`config.mk`:
```
export PLATFORM = sky130hd
export DESIGN_NAME = conv_frame_ctrl_flat
export DESIGN_NICKNAME = d
export VERILOG_FILES = /design/src/rtl/conv_frame_ctrl_if.sv /design/src/rtl/conv_frame_ctrl.sv /design/src/flat_wrapper.sv
export SDC_FILE = /design/constraint.sdc
export NUM_CORES = 1
export LEC_CHECK = 0
export BUFFER_PORTS_ARGS = -buffer_cell sky130_fd_sc_hd__buf_2
export CAP_MARGIN = 40
export CORE_MARGIN = 3
export CORE_UTILIZATION = 45
export DETAILED_ROUTE_END_ITERATION = 8
export GPL_ROUTABILITY_DRIVEN = 0
export PLACE_DENSITY_LB_ADDON = 0.05
export SYNTH_ARGS = -nofsm -noshare
export SYNTH_HDL_FRONTEND = slang
export SYNTH_SLANG_ARGS = --single-unit
```
`constraint.sdc`:
```
create_clock -name i_clk -period 2.4 [get_ports i_clk]
set_clock_uncertainty 0.1 [all_clocks]
set_input_delay 0.24 -clock i_clk [delete_from_list [all_inputs] [get_ports i_clk]]
set_output_delay 0.24 -clock i_clk [all_outputs]
set_load 0.01 [all_outputs]
```
`src/rtl/conv_frame_ctrl_if.sv`:
```
// Frame sequencer bus: host control, frame buffer read port,
// conv layer pixel feed and result strobe.
interface conv_frame_ctrl_if #(
    parameter int ADDR_WIDTH = 4,
    parameter int PIX_WIDTH  = 24,
    parameter int CNT_WIDTH  = 16
);
    logic                  start;
    logic                  stall;
    logic                  mem_rd_en;
    logic [ADDR_WIDTH-1:0] mem_addr;
    logic [PIX_WIDTH-1:0]  mem_rdata;
    logic                  frame_start;
    logic                  pixel_valid;
    logic [PIX_WIDTH-1:0]  pixel_out;
    logic                  conv_valid;
    logic                  busy;
    logic                  done;
    logic                  timeout_err;
    logic [CNT_WIDTH-1:0]  out_count;

    modport master (
        input  start, stall, mem_rdata, conv_valid,
        output mem_rd_en, mem_addr, frame_start, pixel_valid,
        output pixel_out, busy, done, timeout_err, out_count
    );

    modport slave (
        output start, stall, mem_rdata, conv_valid,
        input  mem_rd_en, mem_addr, frame_start, pixel_valid,
        input  pixel_out, busy, done, timeout_err, out_count
    );
endinterface

```
`src/rtl/conv_frame_ctrl.sv`:
```
// Streams one image from the frame buffer into the conv layer
// and counts its results, with a drain timeout.
module conv_frame_ctrl #(
    parameter int DATA_WIDTH     = 8,
    parameter int IN_CHANNEL     = 3,
    parameter int IMG_WIDTH      = 4,
    parameter int IMG_HEIGHT     = 4,
    parameter int KERNEL_SIZE    = 3,
    parameter int STRIDE         = 1,
    parameter int PADDING        = (KERNEL_SIZE - 1) / 2,
    parameter int ADDR_WIDTH     = 4,
    parameter int CNT_WIDTH      = 16,
    parameter int TIMEOUT_CYCLES = 64
) (
    input logic               i_clk,
    input logic               i_rst_n,
    conv_frame_ctrl_if.master io_bus
);
    localparam int PIX_W = IN_CHANNEL * DATA_WIDTH;
    localparam int OUT_W = (IMG_WIDTH + 2 * PADDING - KERNEL_SIZE) / STRIDE + 1;
    localparam int OUT_H = (IMG_HEIGHT + 2 * PADDING - KERNEL_SIZE) / STRIDE + 1;
    localparam int N_OUT = OUT_W * OUT_H;
    localparam int N_PIX = IMG_WIDTH * IMG_HEIGHT;
    localparam int TW    = $clog2(TIMEOUT_CYCLES) + 1;

    localparam logic [ADDR_WIDTH-1:0] LAST_ADDR = ADDR_WIDTH'(N_PIX - 1);
    localparam logic [CNT_WIDTH-1:0]  N_OUT_C   = CNT_WIDTH'(N_OUT);
    localparam logic [TW-1:0]         TMO_LAST  = TW'(TIMEOUT_CYCLES - 1);

    typedef enum logic [2:0] {
        S_IDLE,
        S_START,
        S_STREAM,
        S_DRAIN,
        S_DONE
    } state_t;

    state_t                r_state;
    state_t                w_next;
    logic [ADDR_WIDTH-1:0] r_rd_ptr;
    logic                  r_pix_valid;
    logic                  r_tmo_err;
    logic [CNT_WIDTH-1:0]  r_out_count;
    logic [TW-1:0]         r_tcnt;
    logic                  w_rd_en;
    logic                  w_accept;
    logic                  w_complete;
    logic                  w_tmo_hit;
    logic [PIX_W-1:0]      w_pix;

    assign w_rd_en    = (r_state == S_STREAM) && !io_bus.stall;
    assign w_accept   = (r_state == S_IDLE) && io_bus.start;
    assign w_complete = (r_out_count >= N_OUT_C);
    assign w_tmo_hit  = (r_tcnt == TMO_LAST);
    assign w_pix      = io_bus.mem_rdata;

    // State register
    always_ff @(posedge i_clk) begin
        if (!i_rst_n) r_state <= S_IDLE;
        else          r_state <= w_next;
    end

    // Next-state decode; completion takes priority over timeout
    always_comb begin
        w_next = r_state;
        unique case (r_state)
            S_IDLE:   if (io_bus.start) w_next = S_START;
            S_START:  w_next = S_STREAM;
            S_STREAM: if (w_rd_en && r_rd_ptr == LAST_ADDR) w_next = S_DRAIN;
            S_DRAIN:  if (w_complete || w_tmo_hit) w_next = S_DONE;
            S_DONE:   w_next = S_IDLE;
            default:  w_next = S_IDLE;
        endcase
    end

    // Read pointer and one-cycle read-latency strobe
    always_ff @(posedge i_clk) begin
        if (!i_rst_n) begin
            r_rd_ptr    <= '0;
            r_pix_valid <= 1'b0;
        end else begin
            r_pix_valid <= w_rd_en;
            if (w_accept)     r_rd_ptr <= '0;
            else if (w_rd_en) r_rd_ptr <= r_rd_ptr + 1'b1;
        end
    end

    // Saturating result counter, live from START through DONE
    always_ff @(posedge i_clk) begin
        if (!i_rst_n) begin
            r_out_count <= '0;
        end else if (r_state == S_IDLE) begin
            if (io_bus.start) r_out_count <= '0;
        end else if (io_bus.conv_valid && r_out_count != '1) begin
            r_out_count <= r_out_count + 1'b1;
        end
    end

    // Drain watchdog and sticky timeout flag
    always_ff @(posedge i_clk) begin
        if (!i_rst_n) begin
            r_tcnt    <= '0;
            r_tmo_err <= 1'b0;
        end else begin
            if (r_state == S_DRAIN) r_tcnt <= r_tcnt + 1'b1;
            else                    r_tcnt <= '0;
            if (w_accept)
                r_tmo_err <= 1'b0;
            else if (r_state == S_DRAIN && !w_complete && w_tmo_hit)
                r_tmo_err <= 1'b1;
        end
    end

    assign io_bus.mem_rd_en   = w_rd_en;
    assign io_bus.mem_addr    = r_rd_ptr;
    assign io_bus.frame_start = (r_state == S_START);
    assign io_bus.pixel_valid = r_pix_valid;
    assign io_bus.pixel_out   = w_pix;
    assign io_bus.busy        = (r_state != S_IDLE);
    assign io_bus.done        = (r_state == S_DONE);
    assign io_bus.timeout_err = r_tmo_err;
    assign io_bus.out_count   = r_out_count;
endmodule

```
`src/flat_wrapper.sv`:
```
// flat-port wrapper written by rule: the top's interface ports become plain ports
module conv_frame_ctrl_flat 
#(
    parameter int DATA_WIDTH     = 8,
    parameter int IN_CHANNEL     = 3,
    parameter int IMG_WIDTH      = 4,
    parameter int IMG_HEIGHT     = 4,
    parameter int KERNEL_SIZE    = 3,
    parameter int STRIDE         = 1,
    parameter int PADDING        = (KERNEL_SIZE - 1) / 2,
    parameter int ADDR_WIDTH     = 4,
    parameter int CNT_WIDTH      = 16,
    parameter int TIMEOUT_CYCLES = 64
)
  (i_clk, i_rst_n, io_bus_start, io_bus_stall, io_bus_mem_rdata, io_bus_conv_valid, io_bus_mem_rd_en, io_bus_mem_addr, io_bus_frame_start, io_bus_pixel_valid, io_bus_pixel_out, io_bus_busy, io_bus_done, io_bus_timeout_err, io_bus_out_count);
  conv_frame_ctrl_if #(.ADDR_WIDTH(ADDR_WIDTH), .PIX_WIDTH(24), .CNT_WIDTH(CNT_WIDTH)) io_bus_i ();
  input logic i_clk;
  input logic i_rst_n;
  input wire logic [$bits(io_bus_i.start)-1:0] io_bus_start;
  input wire logic [$bits(io_bus_i.stall)-1:0] io_bus_stall;
  input wire logic [$bits(io_bus_i.mem_rdata)-1:0] io_bus_mem_rdata;
  input wire logic [$bits(io_bus_i.conv_valid)-1:0] io_bus_conv_valid;
  output wire logic [$bits(io_bus_i.mem_rd_en)-1:0] io_bus_mem_rd_en;
  output wire logic [$bits(io_bus_i.mem_addr)-1:0] io_bus_mem_addr;
  output wire logic [$bits(io_bus_i.frame_start)-1:0] io_bus_frame_start;
  output wire logic [$bits(io_bus_i.pixel_valid)-1:0] io_bus_pixel_valid;
  output wire logic [$bits(io_bus_i.pixel_out)-1:0] io_bus_pixel_out;
  output wire logic [$bits(io_bus_i.busy)-1:0] io_bus_busy;
  output wire logic [$bits(io_bus_i.done)-1:0] io_bus_done;
  output wire logic [$bits(io_bus_i.timeout_err)-1:0] io_bus_timeout_err;
  output wire logic [$bits(io_bus_i.out_count)-1:0] io_bus_out_count;
  assign io_bus_i.start = io_bus_start;
  assign io_bus_i.stall = io_bus_stall;
  assign io_bus_i.mem_rdata = io_bus_mem_rdata;
  assign io_bus_i.conv_valid = io_bus_conv_valid;
  assign io_bus_mem_rd_en = io_bus_i.mem_rd_en;
  assign io_bus_mem_addr = io_bus_i.mem_addr;
  assign io_bus_frame_start = io_bus_i.frame_start;
  assign io_bus_pixel_valid = io_bus_i.pixel_valid;
  assign io_bus_pixel_out = io_bus_i.pixel_out;
  assign io_bus_busy = io_bus_i.busy;
  assign io_bus_done = io_bus_i.done;
  assign io_bus_timeout_err = io_bus_i.timeout_err;
  assign io_bus_out_count = io_bus_i.out_count;
  conv_frame_ctrl #(.DATA_WIDTH(DATA_WIDTH), .IN_CHANNEL(IN_CHANNEL), .IMG_WIDTH(IMG_WIDTH), .IMG_HEIGHT(IMG_HEIGHT), .KERNEL_SIZE(KERNEL_SIZE), .STRIDE(STRIDE), .PADDING(PADDING), .ADDR_WIDTH(ADDR_WIDTH), .CNT_WIDTH(CNT_WIDTH), .TIMEOUT_CYCLES(TIMEOUT_CYCLES)) u_core (.i_clk(i_clk), .i_rst_n(i_rst_n), .io_bus(io_bus_i));
endmodule
```
==> results.json, run 1 <==
{
  "drive_gt1_frac": 0.248,
  "yosysMostFrequentCell": "dfxtp_1",
  "wl_per_cell_um": 16.0,
  "cts-resized-gates": 0,
  "rsz0062_at_grt": "false",
  "synth_top_area_cell": "dfxtp_1",
  "routed_wl_um": 4260,
  "tightest_slew_ps": 614,
  "yosys_warnings": 0,
  "synth_nets": 245,
  "min_period_over_period": 0.833,
  "cts_tree": "built",
  "synth_commonest_cells": "dfxtp_1, buf_4, nor2_1, nand2_1, nand3_1",
  "grt_pass1_wl_um": 6920,
  "status": "completed",
  "die_h_um": 70.0,
  "area_growth_syn_to_layout_pct": 5.03,
  "utilization": 0.509,
  "gr-usage-all-layers": 0.176,
  "final_hold_viol_count": 0,
  "setup.worst_path.end_class": "flip-flop",
  "synthArstFlopShare": 0,
  "drc_errors": 0,
  "synth_edf_count": 0,
  "via_per_inst": 5.68,
  "antenna_found_initial": 0,
  "final_nets": 250,
  "drtPass1Iterations": 4,
  "synth_cell_types": 54,
  "hold_buffers": 0,
  "finalSetupTns_ps": 0,
  "pin_count": 79,
  "start_util": 0.485,
  "fill_cells": 383,
  "p_leak_nw": 0.768,
  "rows": 22,
  "cts.sinks": 32,
  "grt_max_degree": 16,
  "required_ps": 2520,
  "syn_inst": 212,
  "clk_pin_slew_ps": 70,
  "cts_buffers": 5,
  "clock_tree.root_cell": "clkbuf_8",
  "htree_levels": 2,
  "fin_total_pwr_mw": 1.21,
  "synth.area.top_cells": "dfxtp_1, buf_4, nor2_1",
  "syn_area_mm2": 0.00184,
  "cts_setup_buffers": 0,
  "crit_arrival_ps": 2120,
  "post-dp-hpwl_um": 3150,
  "syn_avg_cell_area_um2": 8.68,
  "cp_max_fo": 8,
  "clk_latency_ps": 290,
  "grt_pass1_vias": 1373,
  "start_kind": "flip-flop",
  "register_area_um2": 641,
  "ys_ff_latch": 32,
  "fmax_ghz": 0.500,
  "final.min_clock_period_ps": 2000,
  "crit_slowest_cell": "nor3b_2",
  "max-slew-margin-rel": 0.590,
  "holdWs_ps": 229,
  "n_antenna_cell": 0,
  "antenna_left": 0,
  "die_w_um": 70.0,
  "drt_iter0_drc": 130,
  "core-area_mm2": 0.00380,
  "cp_cell_sequence": "ha_1, nand2_1, nor3b_2, a211oi_1, a31oi_1, o21bai_1",
  "vias": 1511,
  "power_density_mw_per_mm2": 624,
  "grt-ovfl-total": 0,
  "criticalPathCategory": "flip-flop to flip-flop",
  "cts_buffer_depth": 2,
  "multi_input_area_um2": 937,
  "maxSlewViolCount": 0,
  "hold_path.class": "input pin to flip-flop",
  "vdd_drop_max_mv": 0.276,
  "reg2reg_setup_slack_ps": 400,
  "ys_seq_area_frac": 0.348,
  "die-area_mm2": 0.00489,
  "timing.max_cap.violations": 0,
  "synth_top_area_share": 0.348,
  "port_buffers": 30,
  "max_stage_delay_ps": 430,
  "finalSetupViolCount": 0,
  "synthFlopType": "dfxtp_1"
}
-- final cells by class --
cell class | instances | area share
inverter | 3 | 0.00583
sequential | 32 | 0.331
clock inverter | 3 | 0.0220
timing repair buffer | 33 | 0.0893
multi-input combinational | 142 | 0.485
clock buffer | 5 | 0.0356
tap | 48 | 0.0311
-- final timing paths --
path | from | cells past startpoint | to
setup / recovery | u_core.io_bus.out_count[0]$_SDFFE_PN0P_ | 6 | u_core.io_bus.out_count[11]$_SDFFE_PN0P_
hold / removal | i_rst_n | 2 | u_core.io_bus.out_count[12]$_SDFFE_PN0P_
setup reg to reg | u_core.io_bus.out_count[0]$_SDFFE_PN0P_ | 6 | u_core.io_bus.out_count[11]$_SDFFE_PN0P_
hold reg to reg | u_core.r_tcnt[0]$_SDFF_PN0_ | 1 | u_core.r_tcnt[0]$_SDFF_PN0_
-- kinds of logic (layout without fill, tap and decap cells) --
| logic type | Yosys count | after routing | share of synthesized area |
|---|---|---|---|
| mux | 3 | 3 | 0.0163 |
| fa+ha+maj | 4 | 4 | 0.0272 |
| buf+inv | 38 | 44 | 0.143 |
| flops | 32 | 32 | 0.348 |
| simple gates | 92 | 92 | 0.283 |
| xor+xnor | 10 | 10 | 0.0476 |
| compound gates | 33 | 33 | 0.135 |
-- state kept, by name, indices dropped and copies added (netlist names) --
name	count
u_core.io_bus.mem_addr	4
u_core.io_bus.out_count	16
u_core.io_bus.pixel_valid	1
u_core.io_bus.timeout_err	1
u_core.r_state	3
u_core.r_tcnt	7
-- per-stage QoR --
stage	area, um2	std cells	setup WS (ps)
finish	1930	266	402
global route	1930	266	204
CTS	1930	266	417
detailed placement	1820	258	436
global placement	1820	258	474
floorplan	1840	212	450
-- per-layer routing --
layer  vias up  GRT usage  part of all wire
li1        737          -                 -
met1       695      0.224              0.45
met2        44      0.259              0.42
met3        35     0.0446             0.071
met4         0      0.121             0.054
met5         -          0                 0
-- critical path, delay by kind of cell (launching register included) --
kind                       cells  cell delay (ps)
and+or+nand+nor                2              570
AOI/OAI and AO/OA              3              530
adders and majority gates      1              340
DFF                            1              400
-- report_power, final --
part	internal, mW	switching (mW)	total, mW
registers	0.541	0.0179	0.559
logic	0.0547	0.0739	0.129
clock network	0.307	0.211	0.518
-- placed cells by master, fill, tap and decap left out, types with 2 or more instances in the layout --
master	n
dfxtp_1	32
buf_2	30
nor2_1	20
nand2_1	14
nand3_1	10
nand4_1	8
xnor2_1	6
a21oi_1	6
and3_1	5
or3_1	5
clkbuf_8	5
xor2_1	4
nor3_1	4
nor4_1	4
o21ai_0	4
ha_1	4
inv_1	3
nor3b_1	3
mux2i_1	3
o211ai_1	3
a21boi_1	3
buf_4	3
and4_1	2
o21bai_1	2
and2_1	2
nand2b_1	2
No activity file was read; power rests on OpenSTA's default activity.
==> run 2: changes to the inputs <==
==> constraint.sdc (replaced) <==
create_clock -name i_clk -period 1.9 [get_ports i_clk]
set_clock_uncertainty 0.1 [all_clocks]
set_input_delay 0.19 -clock i_clk [delete_from_list [all_inputs] [get_ports i_clk]]
set_output_delay 0.19 -clock i_clk [all_outputs]
set_load 0.01 [all_outputs]
==> results.json, run 2 (synthesis results as in run 1) <==
{
  "status": "completed",
  "fill_cells": 365,
  "port_buffers": 30,
  "setup.worst_path.end_class": "flip-flop",
  "largest_reg_flops": 16,
  "clock_tree.root_cell": "clkbuf_8",
  "maxSlewViolCount": 0,
  "path_depth": 5,
  "post-dp-hpwl_um": 3390,
  "layout_common_cells": "dfxtp_1, buf_2, nor2_1, buf_4, nand2_1",
  "pin_count": 79,
  "rows": 22,
  "antenna_found_initial": 0,
  "n_antenna_cell": 0,
  "drc_errors": 0,
  "start_kind": "flip-flop",
  "crit_arrival_ps": 1880,
  "cts_setup_buffers": 0,
  "clk_latency_ps": 280,
  "cts_buffers": 5,
  "hold_path.class": "input pin to flip-flop",
  "r2r_start": "u_core.io_bus.out_count[15]$_SDFFE_PN0P_",
  "criticalPathCategory": "flip-flop to flip-flop",
  "htree_levels": 2,
  "grt_max_degree": 16,
  "finalSetupViolCount": 0,
  "dp_cells": 275,
  "clk_pin_slew_ps": 70,
  "hold_path_depth": 2,
  "drt_iter0_drc": 88,
  "grt-ovfl-total": 0,
  "p_leak_nw": 0.887,
  "finalSetupTns_ps": 0,
  "final_hold_viol_count": 0,
  "fmax_ghz": 0.551,
  "drtPass1Iterations": 4,
  "rsz0062_at_grt": "true",
  "cts.sinks": 32,
  "final.min_clock_period_ps": 1810,
  "crit_slowest_cell": "dfxtp_1",
  "cts_tree": "built",
  "die_w_um": 70.0,
  "grt_pass1_wl_um": 7580,
  "gr-usage-all-layers": 0.189,
  "reg2reg_to": "u_core.io_bus.out_count[2]$_SDFFE_PN0P_",
  "drive_gt1_frac": 0.311,
  "hold_buffers": 0,
  "vias": 1567,
  "reg2reg_setup_slack_ps": 90,
  "max-slew-margin-rel": 0.709,
  "cts_buffer_depth": 2,
  "layout_commonest_cell": "dfxtp_1",
  "min_period_over_period": 0.954,
  "crit_family": "compound AO/OA/AOI/OAI gates",
  "hold_path_end": "u_core.io_bus.out_count[12]$_SDFFE_PN0P_",
  "start_util": 0.485,
  "tightest_slew_ps": 434,
  "r2r_cells": 5,
  "power_density_mw_per_mm2": 766,
  "cp_max_fo": 5,
  "via_per_inst": 5.54,
  "die_h_um": 70.0,
  "register_area_um2": 641,
  "routed_wl_um": 4550,
  "antenna_left": 0,
  "vdd_drop_max_mv": 0.722,
  "multi_input_area_um2": 955,
  "max_stage_delay_ps": 400,
  "timing.max_cap.violations": 0,
  "final_nets": 267,
  "required_ps": 1960,
  "area_growth_syn_to_layout_pct": 13.7,
  "core-area_mm2": 0.00380,
  "final_cells": 283,
  "path_buf_inv": 0,
  "grt_pass1_vias": 1591,
  "hp-start": "i_rst_n",
  "wl_per_cell_um": 16.1,
  "cp_cell_sequence": "nand3_1, or2_2, o211ai_1, o22ai_1, o2bb2ai_1",
  "holdWs_ps": 200,
  "die-area_mm2": 0.00489,
  "cts-resized-gates": 0
}
==> run 2: cell type report <==
| cell class | instances | share of cell area |
|---|---|---|
| Clock buffer | 7 | 0.0460 |
| Clock inverter | 1 | 0.0143 |
| Inverter | 3 | 0.00538 |
| Tap cell | 48 | 0.0287 |
| Multi-Input combinational cell | 142 | 0.456 |
| Timing Repair Buffer | 50 | 0.143 |
| Sequential cell | 32 | 0.306 |
==> run 2: how the worst max path moves through the flow <==
stage,from,slack [ps],end
2_1_floorplan,u_core.io_bus.out_count[0]$_SDFFE_PN0P_,0.7,u_core.io_bus.out_count[11]$_SDFFE_PN0P_
4_1_cts,u_core.io_bus.out_count[15]$_SDFFE_PN0P_,120,u_core.io_bus.out_count[2]$_SDFFE_PN0P_
3_3_place_gp,u_core.io_bus.out_count[2]$_SDFFE_PN0P_,150,u_core.io_bus.out_count[11]$_SDFFE_PN0P_
6_report,u_core.io_bus.out_count[15]$_SDFFE_PN0P_,90,u_core.io_bus.out_count[2]$_SDFFE_PN0P_
3_5_place_dp,u_core.io_bus.out_count[2]$_SDFFE_PN0P_,140,u_core.io_bus.out_count[11]$_SDFFE_PN0P_
5_1_grt,u_core.io_bus.out_count[1]$_SDFFE_PN0P_,-40,u_core.io_bus.out_count[2]$_SDFFE_PN0P_
==> run 2: layer usage <==
| layer | track usage | routed length, um |
|---|---|---|
| met2 | 0.289 | 1980 |
| met5 | 0 | 0 |
| met4 | 0.0957 | 191 |
| met1 | 0.240 | 2030 |
| met3 | 0.0576 | 342 |
==> run 2: metrics by stage <==
| stage | setup slack (ps) | power (mW) | utilization | instance area [um2] |
|---|---|---|---|---|
| 3_5_place_dp | 136 | 0.913 | 0.513 | 1950 |
| 3_3_place_gp | 149 | 0.909 | 0.513 | 1950 |
| 5_1_grt | -37.2 | 1.67 | 0.551 | 2090 |
| 4_1_cts | 116 | 1.62 | 0.546 | 2080 |
| 2_1_floorplan | 0.663 | 0.902 | - | 1840 |
| 6_report | 86.5 | 1.60 | 0.551 | 2090 |
==> run 2: power by group <==
| group | internal [mW] | switching (mW) |
|---|---|---|
| clock network | 0.463 | 0.244 |
| registers | 0.683 | 0.00795 |
| logic | 0.0895 | 0.117 |
